`src/rtl/uart_tx_fifo_pkg.sv`:
```
// Shared constants for the LPC-to-UART transmit FIFO: byte width, default
// geometry and the pacing FSM state encoding.
package uart_tx_fifo_pkg;

  localparam int unsigned BYTE_W    = 8;
  localparam int unsigned DEPTH_DEF = 16;
  localparam int unsigned AW_DEF    = 4;

  localparam logic [1:0] ST_IDLE      = 2'd0;
  localparam logic [1:0] ST_STROBE    = 2'd1;
  localparam logic [1:0] ST_WAIT_BUSY = 2'd2;
  localparam logic [1:0] ST_WAIT_DONE = 2'd3;

endpackage

```
`src/rtl/lpc_fifo_ram.sv`:
```
// DEPTH x 8 byte storage: one synchronous write port, one asynchronous read
// port. Contents are not reset; occupancy is tracked by the FIFO control.
module lpc_fifo_ram
  import uart_tx_fifo_pkg::*;
#(
  parameter int unsigned DEPTH = DEPTH_DEF,
  parameter int unsigned AW    = AW_DEF
) (
  input  logic              clk_i,
  input  logic              we_i,
  input  logic [AW-1:0]     waddr_i,
  input  logic [BYTE_W-1:0] wdata_i,
  input  logic [AW-1:0]     raddr_i,
  output logic [BYTE_W-1:0] rdata_c_o
);

  logic [BYTE_W-1:0] mem_q [DEPTH];

  always_ff @(posedge clk_i) begin
    if (we_i) mem_q[waddr_i] <= wdata_i;
  end

  assign rdata_c_o = mem_q[raddr_i];

endmodule

```
`src/rtl/uart_tx_fifo.sv`:
```
// Byte FIFO between LPC write strobes and the UART transmitter, with a pacing
// FSM that launches one byte at a time and waits for the transmitter to finish.
module uart_tx_fifo
  import uart_tx_fifo_pkg::*;
#(
  parameter int unsigned DEPTH        = DEPTH_DEF,
  parameter int unsigned AW           = AW_DEF,
  parameter int unsigned BUSY_TIMEOUT = 4
) (
  input  logic              LPC_CLK,
  input  logic              LPC_RST,
  input  logic [BYTE_W-1:0] wr_data,
  input  logic              wr_valid,
  output logic [BYTE_W-1:0] tx_data,
  output logic              tx_valid,
  input  logic              tx_busy,
  output logic [AW:0]       level,
  output logic              empty,
  output logic              full,
  output logic              overflow,
  input  logic              ovf_clear
);

  localparam int unsigned CW       = (BUSY_TIMEOUT > 1) ? $clog2(BUSY_TIMEOUT) : 1;
  localparam logic [AW:0]   LVL_FULL = (AW+1)'(DEPTH);
  localparam logic [CW-1:0] CNT_LAST = CW'(BUSY_TIMEOUT - 1);

  logic [1:0]        state_q,    state_d;
  logic [AW-1:0]     wr_ptr_q,   wr_ptr_d;
  logic [AW-1:0]     rd_ptr_q,   rd_ptr_d;
  logic [AW:0]       level_q,    level_d;
  logic              empty_q,    empty_d;
  logic              full_q,     full_d;
  logic              ovf_q,      ovf_d;
  logic [BYTE_W-1:0] tx_data_q,  tx_data_d;
  logic              tx_valid_q, tx_valid_d;
  logic [CW-1:0]     cnt_q,      cnt_d;

  logic              push_c;
  logic              pop_c;
  logic [BYTE_W-1:0] rd_byte_c;

  lpc_fifo_ram #(
    .DEPTH (DEPTH),
    .AW    (AW)
  ) u_ram (
    .clk_i     (LPC_CLK),
    .we_i      (push_c),
    .waddr_i   (wr_ptr_q),
    .wdata_i   (wr_data),
    .raddr_i   (rd_ptr_q),
    .rdata_c_o (rd_byte_c)
  );

  // Next-state: pacing FSM, pointers, occupancy and sticky overflow.
  always_comb begin
    state_d   = state_q;
    cnt_d     = cnt_q;
    tx_data_d = tx_data_q;
    pop_c     = 1'b0;
    push_c    = wr_valid & ~full_q;

    case (state_q)
      ST_IDLE: begin
        if (!empty_q && !tx_busy) begin
          pop_c     = 1'b1;
          tx_data_d = rd_byte_c;
          state_d   = ST_STROBE;
        end
      end
      ST_STROBE: begin
        cnt_d   = '0;
        state_d = ST_WAIT_BUSY;
      end
      ST_WAIT_BUSY: begin
        // A transmitter that never raises busy is treated as having taken the byte.
        if (tx_busy) begin
          state_d = ST_WAIT_DONE;
        end else begin
          cnt_d = cnt_q + CW'(1);
          if (cnt_q == CNT_LAST) state_d = ST_IDLE;
        end
      end
      ST_WAIT_DONE: begin
        if (!tx_busy) state_d = ST_IDLE;
      end
      default: state_d = ST_IDLE;
    endcase

    tx_valid_d = (state_d == ST_STROBE);

    wr_ptr_d = push_c ? wr_ptr_q + AW'(1) : wr_ptr_q;
    rd_ptr_d = pop_c  ? rd_ptr_q + AW'(1) : rd_ptr_q;
    level_d  = level_q + (AW+1)'(push_c) - (AW+1)'(pop_c);
    empty_d  = (level_d == '0);
    full_d   = (level_d == LVL_FULL);

    // A dropped write beats a same-cycle clear.
    if (wr_valid && full_q) ovf_d = 1'b1;
    else if (ovf_clear)     ovf_d = 1'b0;
    else                    ovf_d = ovf_q;
  end

  always_ff @(posedge LPC_CLK) begin
    if (!LPC_RST) begin
      state_q    <= ST_IDLE;
      wr_ptr_q   <= '0;
      rd_ptr_q   <= '0;
      level_q    <= '0;
      empty_q    <= 1'b1;
      full_q     <= 1'b0;
      ovf_q      <= 1'b0;
      tx_data_q  <= '0;
      tx_valid_q <= 1'b0;
      cnt_q      <= '0;
    end else begin
      state_q    <= state_d;
      wr_ptr_q   <= wr_ptr_d;
      rd_ptr_q   <= rd_ptr_d;
      level_q    <= level_d;
      empty_q    <= empty_d;
      full_q     <= full_d;
      ovf_q      <= ovf_d;
      tx_data_q  <= tx_data_d;
      tx_valid_q <= tx_valid_d;
      cnt_q      <= cnt_d;
    end
  end

  assign tx_data  = tx_data_q;
  assign tx_valid = tx_valid_q;
  assign level    = level_q;
  assign empty    = empty_q;
  assign full     = full_q;
  assign overflow = ovf_q;

endmodule

```
`config.mk`:
```
export PLATFORM = sky130hd
export DESIGN_NAME = uart_tx_fifo
export DESIGN_NICKNAME = d
export VERILOG_FILES = /design/src/rtl/uart_tx_fifo_pkg.sv /design/src/rtl/lpc_fifo_ram.sv /design/src/rtl/uart_tx_fifo.sv
export SDC_FILE = /design/constraint.sdc
export NUM_CORES = 1
export LEC_CHECK = 0
export ABC_CLOCK_PERIOD_IN_PS = 5100
export BUFFER_PORTS_ARGS = -buffer_cell sky130_fd_sc_hd__buf_4
export CAP_MARGIN = 20
export CORE_ASPECT_RATIO = 0.7
export CORE_MARGIN = 4
export CORE_UTILIZATION = 45
export DETAILED_ROUTE_END_ITERATION = 10
export PLACE_DENSITY = 0.59
export SYNTH_ARGS = -nofsm -noshare
export SYNTH_HDL_FRONTEND = slang
export SYNTH_SLANG_ARGS = --single-unit
```
`constraint.sdc`:
```
create_clock -name LPC_CLK -period 5.1 [get_ports LPC_CLK]
set_input_delay 1.02 -clock LPC_CLK [delete_from_list [all_inputs] [get_ports LPC_CLK]]
set_output_delay 1.02 -clock LPC_CLK [all_outputs]
set_load 0.01 [all_outputs]
```
=== Word-level counts from Yosys, hierarchy flattened ===
Memories as Yosys holds them, arrays and structs flattened. A register that Yosys moved wholly into a read port is not among the register bits.
Cells that the tools add are included.

* Flip-flop bits (word level): 21
* Bits in writable memories: 128
* Input bits: 13
* Output and inout port bits: 17
* Word-level logic and storage cells: 48
* Memories kept: 1

* Add/sub/neg operators: 5
* Equal/unequal tests: 7
* Muxes and demuxes: 13
* Bitwise gates (word level): 2
* Reduce and logical (&&, ||, !) cells: 11

{| class="wikitable"
|+ Memories
! name !! words !! width !! rd ports !! clocked after Yosys merged registers in !! wr ports !! RTL line !! text
|-
| u_ram.mem_q || 16 || 8 || 1 || 1 || 1 || lpc_fifo_ram.sv:17 || <nowiki>logic [BYTE_W-1:0] mem_q [DEPTH];</nowiki>
|}

{| class="wikitable"
|+ Operators by type and width
! operator !! number
|-
| $mux W2 || 5
|-
| $add A4 B1 Y4 const B || 2
|-
| $pmux W2 S4 || 1
|-
| $eq A2 B2 Y1 const B || 3
|-
| $mux W1 || 6
|-
| $add A5 B1 Y5 || 1
|-
| $eq A5 B5 Y1 const B || 1
|-
| $logic_not A5 Y1 || 1
|-
| $sub A5 B1 Y5 || 1
|-
| $eq A2 B1 Y1 const B || 2
|-
| $pmux W2 S2 || 1
|-
| $reduce_and A2 Y1 || 2
|-
| $reduce_bool A2 Y1 || 2
|-
| $logic_not A1 Y1 || 3
|-
| $add A2 B1 Y2 const B || 1
|-
| $logic_and A1 B1 Y1 || 2
|-
| $logic_not A2 Y1 || 1
|-
| $ne A2 B2 Y1 const B || 1
|-
| $and A1 B1 Y1 || 1
|-
| $not A1 Y1 || 1
|}

=== Depth between registers and ports, before layout ===
Gate-level depths: netlist of run 1.

* Depth after elaboration: 6
* Gate-level depth with buffers: 11
* Depth with buffers taken out: 10

=== Cells and area by module ===
From an unflattened synthesis of run 1, not the netlist that was laid out.

* Cells, all modules: 356
* Area, all modules: 6,217.2 um^2

{| class="wikitable"
|+ By module, submodules not included
! module !! instances !! cells each !! area an instance (um^2) !! sequential area each (um^2)
|-
| lpc_fifo_ram || 1 || 221 || 4,987.3 || 3,843.7
|-
| uart_tx_fifo || 1 || 135 || 1,229.9 || 580.6
|}

=== Worst setup path after synthesis of run 1 ===
No wires, ideal clock.

* Path kind: in2reg
* From: in tx_busy
* To: reg full_q (netlist: full)
* Library setup time: 91 ps
* Arrival: 3,061 ps
* Slack: 1,948 ps
* Stages: 10
* Cell sequence: nor4_4 buf_6 ha_1 inv_1 ha_1 fa_1 a21o_1 a21oi_1 xnor2_1 nor4bb_1

* Longest elaborated chain between the ends: 6

{| class="wikitable"
|+ Ends and longest elaborated chain
! what !! RTL line !! text
|-
| from (decl) || uart_tx_fifo.sv:16 || <nowiki>input logic tx_busy,</nowiki>
|-
| $logic_not A1 Y1 || n/a ||
|-
| $logic_and A1 B1 Y1 || uart_tx_fifo.sv:65 || <nowiki>if (!empty_q && !tx_busy) begin</nowiki>
|-
| $mux W1 || uart_tx_fifo.sv:65 ||
|-
| $mux W1 || uart_tx_fifo.sv:63 || <nowiki>case (state_q)</nowiki>
|-
| net pop_c || uart_tx_fifo.sv:40 || <nowiki>logic pop_c;</nowiki>
|-
| $sub A5 B1 Y5 || uart_tx_fifo.sv:94 || <nowiki>level_d = level_q + (AW+1)'(push_c) - (AW+1)'(pop_c);</nowiki>
|-
| $eq A5 B5 Y1 || uart_tx_fifo.sv:96 || <nowiki>full_d = (level_d == LVL_FULL);</nowiki>
|-
| to (signal assigned) || uart_tx_fifo.sv:122 || <nowiki>full_q <= full_d;</nowiki>
|-
| to (decl) || uart_tx_fifo.sv:33 || <nowiki>logic full_q, full_d;</nowiki>
|}

The timed path passes the listed nets, and every way through them passes these cells.
A chain may end at the register's enable or synchronous reset.

=== Final worst setup path of run 1 ===
* From: in wr_valid
* To: reg full_q (netlist: full)

* Longest elaborated chain between the ends: 4

{| class="wikitable"
|+ Ends and longest elaborated chain
! what !! RTL line !! text
|-
| from (decl) || uart_tx_fifo.sv:13 || <nowiki>input logic wr_valid,</nowiki>
|-
| $and A1 B1 Y1 || uart_tx_fifo.sv:61 || <nowiki>push_c = wr_valid & ~full_q;</nowiki>
|-
| $add A5 B1 Y5 || uart_tx_fifo.sv:94 ||
|-
| $sub A5 B1 Y5 || uart_tx_fifo.sv:94 ||
|-
| $eq A5 B5 Y1 || uart_tx_fifo.sv:96 ||
|}

Every way passes these cells.

==> flow_results.org, run 1 <==
** Placed design
- DP Worst Slack :: approximately 1.6 ns
- Detailed placement HPWL :: ~7800 µm
- Placer's final routability congestion estimate :: between 0.7 and 0.8
- The placed instances occupy a cell area of 6660 µm².
- During placement, the flow inserted port buffers numbering 29.
- Counting tap cells, the placed design contains a total of approximately 550 instances.

** Die
- Chip Height :: approximately 110 µm
- Die outline area :: about 16000 µm²
- Die boundary width :: between 100 and 150 µm
- Std-Cell Rows :: 35
- Number of I/O pins :: 30
- CORE AREA :: ~13000 µm²
- The initial utilization of the core area, before any placement, comes to a little under half.

** Run status
- The run finished with clean final reports.

** Timing
- The final critical path takes up 60.5% of the cycle.
- Max-slew headroom :: between 30% and 40%
- Final hold violations :: 0
- Worst clock skew on the final layout :: 0.00774 ns
- Maximum clock rate :: 0.324 GHz
- Final critical-path setup slack :: slightly above 2 ns
- The number of pins with negative max-slew slack in the final report came to 0.
- For the final routed database, the setup TNS stands at 0 ns.
- Setup repair after global routing missed its margin :: false
- Transition time at the pin with the least slew margin :: between 1 and 1.5 ns
- Setup violations remaining at the end of the flow were counted as 0.
- Time the final worst path needs with I/O delays and setup :: 3.08 ns

** Route
- After detailed routing, the number of remaining DRC violations is 0.
- The detail route stage leaves a number of antenna-violating nets equal to 0.
- After detailed routing, the total wire length is roughly 12000 µm.
- Average wire length per cell after detail routing :: around 21 µm
- Initial detailed-routing violation count :: approximately 200
- The first detailed-routing pass ran for 5 iterations.
- Number of vias in the routed layout :: approximately 3100
- Dividing the detail-routed via count by the number of cells gives 5.37.

** Logic synthesis
- Synthesized cell area :: ~6300 µm²
- Number of warnings printed during yosys synthesis :: 0
- The synthesized design contains about 160 register bits.
- The number of different library cells used by synthesis comes to 38.
- Summing the sequential cell areas from Yosys gives 70.0% of the chip area.
- Counting every net in the synthesized netlist gives between 300 and 400.
- Primary flip-flop cell chosen by synthesis mapping :: sky130_fd_sc_hd__edfxtp_1
- Post-synth EDFFs :: ~130
- A synthesized cell averages 18.3 µm².
- After synthesis, the share of flip-flops with an asynchronous set or reset is 0%.
- After technology mapping, the gate count stands at ~350.

** Job
- Max capacitance violation total :: 0

** Critical path
- Traced cell by cell, the critical path runs through buf_4, nor2b_1, inv_2, ha_1, inv_1, ha_1, fa_1, a21o_1, a21oi_1, xnor2_1, nor4bb_1.
- Nature of the critical path startpoint :: input pin
- Measured in cells, the most critical reg-to-reg path has a length of 10.
- In this run the critical register-to-register path is launched from full.
- Among cell families on the critical path, the largest total delay comes from adder cells.
- The slowest stage of the critical path is the sky130_fd_sc_hd__nor2b_1 cell.
- Along the worst path, the maximum fanout reaches 9.
- Max incr delay on CP :: approximately 0.48 ns
- The critical path in this run is classified as input pin to flop.
- Worst Setup SP :: wr_valid
- In this run the number of cells on the critical path is 11.
- For the worst setup path, the data required time is between 5 and 6 ns.
- Among the stages of the critical path, the cell type that occurs most often is sky130_fd_sc_hd__ha_1.
- Data arrival time of the critical path :: approximately 3.4 ns
- The number of buffers and inverters on the critical path is 3.
- STA classifies the critical path endpoint as a flop.

** Final layout
- At the end of the flow, the number of nets in the layout was about 400.
- In the layout the commonest cells are sky130_fd_sc_hd__edfxtp_1, sky130_fd_sc_hd__buf_4, sky130_fd_sc_hd__mux4_2.
- Leaving out fill and tap cells, the most frequent cell in the layout is sky130_fd_sc_hd__edfxtp_1.
- ANT cells :: 0
- Compared with the post-synthesis result, the final layout area differs by 15.2%.
- Count of fill cells added during filler insertion :: 1082
- Proportion of layout cells with a drive suffix above 1 :: around 28%
- Final standard cell area without fillers :: roughly 7300 µm²
- After the flow finishes, the layout carries non-filler instances totaling around 580.

** Clocking
- Post-cts hold buffer count :: 0
- Clock Sinks :: about 160
- Clock tree synthesis inserted a total of 17 buffers.
- Gates resized, CTS repair :: 0
- Register clock-pin slew on the reported worst setup and hold paths :: roughly 0.06 ns
- Post-CTS Setup Bufs :: 0
- The H-tree generated during clock tree synthesis spans 4 levels.
- TritonCTS clock tree :: built
- Root buffer cell :: sky130_fd_sc_hd__clkbuf_16
- Deepest clock path buffer count :: 2
- Worst skew pair latency :: around 0.42 ns

** Pwr
- Peak ir drop on the vdd network :: roughly 0.00025 V
- For this design the static power due to leakage is between 2 and 2.5 nW.
- After layout, the design draws a total of about 3.4 mW.
- Power per standard cell area :: 472 nW/µm²

** GRT
- The via count of the first global-routing pass is roughly 3200.
- The first global-routing pass estimated approximately 19000 µm of wire.
- GRT Resource Usage Total :: between 10% and 20%
- Entering global routing, the biggest net connects 35 pins.
- For this run the aggregate overflow at the end of global routing stands at 0.
- The number of antenna violations at the first check in global routing was 0.

** Min path
- The worst hold path passes through 2 cells.
- Type of the most critical hold path :: flop to flop
- The worst hold path begins at overflow.
## per-stage QoR
stage | utilization (%) | hold slack (ns)
2_1_floorplan | - | 0.497
3_3_place_gp | 49.5 | 0.464
3_5_place_dp | 49.5 | 0.477
4_1_cts | 54.2 | 0.488
5_1_grt | 54.2 | 0.526
6_report | 54.2 | 0.479
## cells in the mapped netlist (2+ instances only)
cell type / instances / area share, %
sky130_fd_sc_hd__a21o_1: 2 / 0.24
sky130_fd_sc_hd__dfxtp_1: 29 / 9.2
sky130_fd_sc_hd__a221oi_2: 8 / 1.9
sky130_fd_sc_hd__xor2_1: 2 / 0.28
sky130_fd_sc_hd__nor2b_1: 4 / 0.40
sky130_fd_sc_hd__nand2b_1: 3 / 0.30
sky130_fd_sc_hd__o21ai_0: 2 / 0.16
sky130_fd_sc_hd__nand4_1: 2 / 0.20
sky130_fd_sc_hd__clkbuf_1: 4 / 0.24
sky130_fd_sc_hd__mux2i_1: 17 / 2.7
sky130_fd_sc_hd__nand2_1: 7 / 0.42
sky130_fd_sc_hd__buf_6: 6 / 1.1
sky130_fd_sc_hd__nor3_1: 4 / 0.32
sky130_fd_sc_hd__and2_1: 14 / 1.4
sky130_fd_sc_hd__inv_1: 8 / 0.48
sky130_fd_sc_hd__buf_2: 6 / 0.48
sky130_fd_sc_hd__nor2_1: 15 / 0.89
sky130_fd_sc_hd__a21oi_1: 7 / 0.55
sky130_fd_sc_hd__o21ai_1: 9 / 0.71
sky130_fd_sc_hd__xnor2_1: 8 / 1.1
sky130_fd_sc_hd__o211ai_1: 2 / 0.24
sky130_fd_sc_hd__ha_1: 11 / 2.2
sky130_fd_sc_hd__mux4_2: 32 / 11
sky130_fd_sc_hd__buf_4: 2 / 0.24
sky130_fd_sc_hd__edfxtp_1: 128 / 61
## path summary, 6_finish.rpt
check / end / slack [ns]
worst max-delay path: full / 2.02
worst min register to register: overflow / 0.48
worst min-delay path: overflow / 0.48
worst max register to register: full / 2.35
## worst register-to-register path: stages, from the launching register on
cell	delay, ns
sky130_fd_sc_hd__dfxtp_1	0.35
sky130_fd_sc_hd__nor2b_1	0.48
sky130_fd_sc_hd__inv_2	0.05
sky130_fd_sc_hd__ha_1	0.28
sky130_fd_sc_hd__inv_1	0.04
sky130_fd_sc_hd__ha_1	0.20
sky130_fd_sc_hd__fa_1	0.41
sky130_fd_sc_hd__a21o_1	0.20
sky130_fd_sc_hd__a21oi_1	0.17
sky130_fd_sc_hd__xnor2_1	0.17
sky130_fd_sc_hd__nor4bb_1	0.30
## cell type report
cell class	count	area [µm²]	area share, %
sequential	157	4430	60.8
multi-input combinational	159	1710	23.4
clock buffer	19	433	5.95
timing repair buffer	35	263	3.61
tap	185	231	3.18
clock inverter	13	186	2.56
inverter	9	33.8	0.464
## logic make-up after synthesis
group | Yosys count | share of synthesized area (%)
AOI/OAI and AO/OA | 32 | 4.04
xor gates and xnor gates | 10 | 1.39
DFF | 157 | 70.0
adders and majority gates | 12 | 2.49
buffers and inverters | 29 | 2.99
and+or+nand+nor | 56 | 4.99
muxes | 49 | 14.1
## per-layer routing
metal	track usage, %	vias to the layer above	routed length (µm)
met5	0	-	0
met4	5.42	0	133
met3	4.77	12	872
met2	23.5	90	5370
met1	24.6	1575	5940
li1	-	1420	-
## where the power goes
part	leakage (nW)	internal [mW]	switching, mW	total, mW
clock	0.294	0.823	0.506	1.33
combinational	0.722	0.272	0.260	0.532
sequential	1.39	1.48	0.103	1.58
total	2.41	2.57	0.869	3.44
## state kept, by name (all words and copies together), names as in the netlist
signal       count
empty            1
overflow         1
rd_ptr_q         4
u_ram.mem_q    128
state_q          2
tx_valid         1
wr_ptr_q         4
tx_data          8
full             1
cnt_q            2
level            5
Note: power is estimated with default switching activity, not from simulation.
==> run 2: changes to the inputs <==
--- a/config.mk
+++ b/config.mk
@@ -5,7 +5,7 @@
 export SDC_FILE = /design/constraint.sdc
 export NUM_CORES = 1
 export LEC_CHECK = 0
-export ABC_CLOCK_PERIOD_IN_PS = 5100
+export ABC_CLOCK_PERIOD_IN_PS = 3200
 export BUFFER_PORTS_ARGS = -buffer_cell sky130_fd_sc_hd__buf_4
 export CAP_MARGIN = 20
 export CORE_ASPECT_RATIO = 0.7
==> constraint.sdc (replaced) <==
create_clock -name LPC_CLK -period 3.2 [get_ports LPC_CLK]
set_input_delay 0.64 -clock LPC_CLK [delete_from_list [all_inputs] [get_ports LPC_CLK]]
set_output_delay 0.64 -clock LPC_CLK [all_outputs]
set_load 0.01 [all_outputs]
==> run 2 against run 1 <==
Against the previous run:
- total power up 57%
- sequential cell count unchanged
- utilization increased by 0.78 points
- register-to-register slack worse by 1.7 ns
- sequential share of layout area decreased by 0.87 points
- global-route usage grew 0.28 points
- wire length grew 1.3%
- first-iteration DRC count increased by 31%
- non-clock buffer count is 17 higher
- final cell count is 2.8% higher
- final area is 1.4% higher
- combinational power grew 74%
- critical path type is now flop to flop
- highest routed layer unchanged
==> flow_results.org, run 2 (synthesis results as in run 1) <==
** Clocking
- The total of cells resized after clock tree synthesis was 0 (unchanged).
- Register clock-pin slew on the reported worst setup and hold paths :: 0.06 ns (about the same)
- The buffer depth of the longest clock path is 2 (unchanged).
- Clock Sinks :: 157 (unchanged)
- Total CTS buffers :: 17 (unchanged)
- TritonCTS clock tree :: built
- The clock latency on the worst-skew pair was 0.41 ns (about the same).
- The number of buffers added for setup after CTS is 0 (unchanged).
- Root buffer cell :: sky130_fd_sc_hd__clkbuf_16
- The number of buffers added to fix hold violations after cts is 0 (unchanged).
- The number of H-tree levels came to 4 (unchanged).

** Critical path
- Setup slack on the worst flop-to-flop path :: 0.63 ns (-1.72 ns)
- Crit path required time :: 3.52 ns (-1.90 ns)
- Data arrival time of the critical path :: 2.89 ns (-0.51 ns)
- Nature of the critical path startpoint :: flop
- Critical path endpoint category :: flop
- Largest fanout of any net on the critical path :: 9 (unchanged)
- Worst reg2reg path depth :: 9 (-1)
- The worst setup path is of the flop to flop kind.

** Route
- Number of vias in the routed layout :: 3170 (+2.4%)
- Wire length reported by the detailed router :: 12500 µm (+1.3%)
- The remaining number of nets flagged by the antenna check after routing is 0 (unchanged).
- Average wire length per cell after detail routing :: 21.0 µm (-1.4%)
- The average via count per standard cell is 5.35 (-0.40%).
- Number of search-and-repair iterations in the first detailed-routing pass :: 4 (-1)
- Initial detailed-routing violation count :: 258 (+31%)
- Post-route DRC :: 0 (unchanged)

** Die
- The number of placement rows is 35 (unchanged).
- CORE AREA :: 13400 µm² (unchanged)
- The area enclosed by the die boundary was 16000 µm² (unchanged).
- The starting density of the core was 47.0% (unchanged).
- Chip Height :: 107 µm (unchanged)
- The chip width came to 150 µm (unchanged).
- Number of I/O pins :: 30 (unchanged)

** Final layout
- More flip-flops sit in one register than any other, and that register is u_ram.mem_q.
- The fraction of layout instances using a drive strength above 1 was 30.9% (+3.3 points).
- ANT cells :: 0 (unchanged)
- Most frequent standard cell in the layout excluding fill and tap cells :: sky130_fd_sc_hd__edfxtp_1
- Commonest cells after routing, fill and taps aside :: sky130_fd_sc_hd__edfxtp_1, sky130_fd_sc_hd__buf_4, sky130_fd_sc_hd__mux4_2
- Layout area overhead :: 16.9%
- The final cell count without fillers came to 593 (+2.8%).
- The number of nets in the layout was 421 (+4.2%).
- The flip-flop count of the largest register, all copies and words added is 128 (unchanged).

** Timing
- Transition time at the pin with the least slew margin :: 0.657 ns (-0.360 ns)
- Final hold violations :: 0 (unchanged)
- The number of setup violations in the final report came to 0 (unchanged).
- Max-slew headroom :: 55.9% (+24 points)
- Subtracting the final worst setup slack from the clock period gives ~2.6 ns.
- Maximum clock rate :: between 0.3 and 0.4 GHz
- The worst-case hold slack is 0.499 ns (+0.0194 ns).
- Setup repair after global routing left no endpoint under its margin.
- Worst clock skew on the final layout :: 0.00902 ns (+0.00128 ns)
- The final critical path takes up between 80% and 90% of the cycle.
- The total negative setup slack came to 0 ns (unchanged).
- Final Slew Violations :: 0 (unchanged)

** GRT
- GRT Resource Usage Total :: 16.8% (+0.28 points)
- Vias in the first global route :: 3196 (+0.88%)
- Global-route congestion overflow total :: 0 (unchanged)
- Pin count of the biggest net entering global routing :: 35 (unchanged)
- Antenna violations before repair :: 0 (unchanged)
- The wire length of the first global-routing pass was 19300 µm (+1.6%).

** Pwr
- Power per standard cell area :: 732 nW/µm² (+55%)
- Peak ir drop on the vdd network :: 0.000363 V (+47%)
- Leakage :: 2.48 nW (+3.1%)

** Placed design
- Placed cell count :: 562 (+3.1%)
- The total of buffers placed on input and output ports was 29 (unchanged).
- The HPWL after detailed placement came to 8310 µm (+6.3%).
- The weighted congestion reported at the end of routability-driven placement came to 0.857 (+12%).

** Min path
- The cell depth of the worst min-delay path came to 2 (unchanged).
- The min-delay analysis places its worst path in the category flop to flop.

** Job
- Max capacitance violation total :: 0 (unchanged)

** Run status
- The flow ran to the end, and the final reports show no timing, DRC or antenna violations.
run 2: changes by cell type in the layout (fill, tap and decap cells not counted):
| cell | delta |
|---|---|
| sky130_fd_sc_hd__buf_4 | +17 |
| sky130_fd_sc_hd__clkinv_4 | +2 |
| sky130_fd_sc_hd__clkinvlp_4 | +2 |
| sky130_fd_sc_hd__inv_6 | -2 |
| sky130_fd_sc_hd__bufinv_16 | -1 |
| sky130_fd_sc_hd__clkbuf_1 | -1 |
| sky130_fd_sc_hd__clkinv_1 | -1 |
run 2: layer usage:
layer  vias to the layer above  global-route usage [%]  wire, µm
met3                         7                    4.22       687
met2                        68                    21.7      5310
met1                      1642                    27.3      6390
met4                         0                    5.49        86
met5                         -                       0         0
li1                       1453                       -         -
run 2: power breakdown:
| group | switching [mW] | internal [mW] |
|---|---|---|
| registers | 0.113 | 2.35 |
| clock network | 0.792 | 1.23 |
| logic | 0.476 | 0.448 |
run 2: stage by stage:
stage | util [%] | area [µm²] | setup slack [ns] | power, mW
2_1_floorplan | - | 6320 | 0.428 | 3.13
3_3_place_gp | 50.5 | 6790 | 0.417 | 3.42
3_5_place_dp | 50.5 | 6790 | 0.333 | 3.44
4_1_cts | 54.9 | 7390 | 0.606 | 5.47
5_1_grt | 54.9 | 7390 | 0.486 | 5.67
6_report | 54.9 | 7390 | 0.629 | 5.41
run 2: worst paths after layout:
| check | from | to |
|---|---|---|
| worst max-delay path | state_q[1] | full |
| worst min-delay path | overflow | overflow |
| worst max register to register | state_q[1] | full |
| worst min register to register | overflow | overflow |
run 2: critical path, stage by stage, from the launching register on:
cell                       delay [ns]
sky130_fd_sc_hd__dfxtp_1         0.40
sky130_fd_sc_hd__nor4_4          0.41
sky130_fd_sc_hd__ha_1            0.17
sky130_fd_sc_hd__inv_1           0.04
sky130_fd_sc_hd__ha_1            0.20
sky130_fd_sc_hd__fa_1            0.42
sky130_fd_sc_hd__a21o_1          0.20
sky130_fd_sc_hd__a21oi_1         0.17
sky130_fd_sc_hd__xnor2_1         0.17
sky130_fd_sc_hd__nor4bb_1        0.30
run 2: layout make-up:
| class | count | area (µm²) |
|---|---|---|
| flip-flops and latches | 157 | 4430 |
| clock inverters | 13 | 168 |
| multi-input cells | 159 | 1710 |
| repair buffers | 52 | 390 |
| fillers | 1059 | 6060 |
| clock buffers | 18 | 429 |
| inverters | 9 | 33.8 |
| well taps | 185 | 231 |
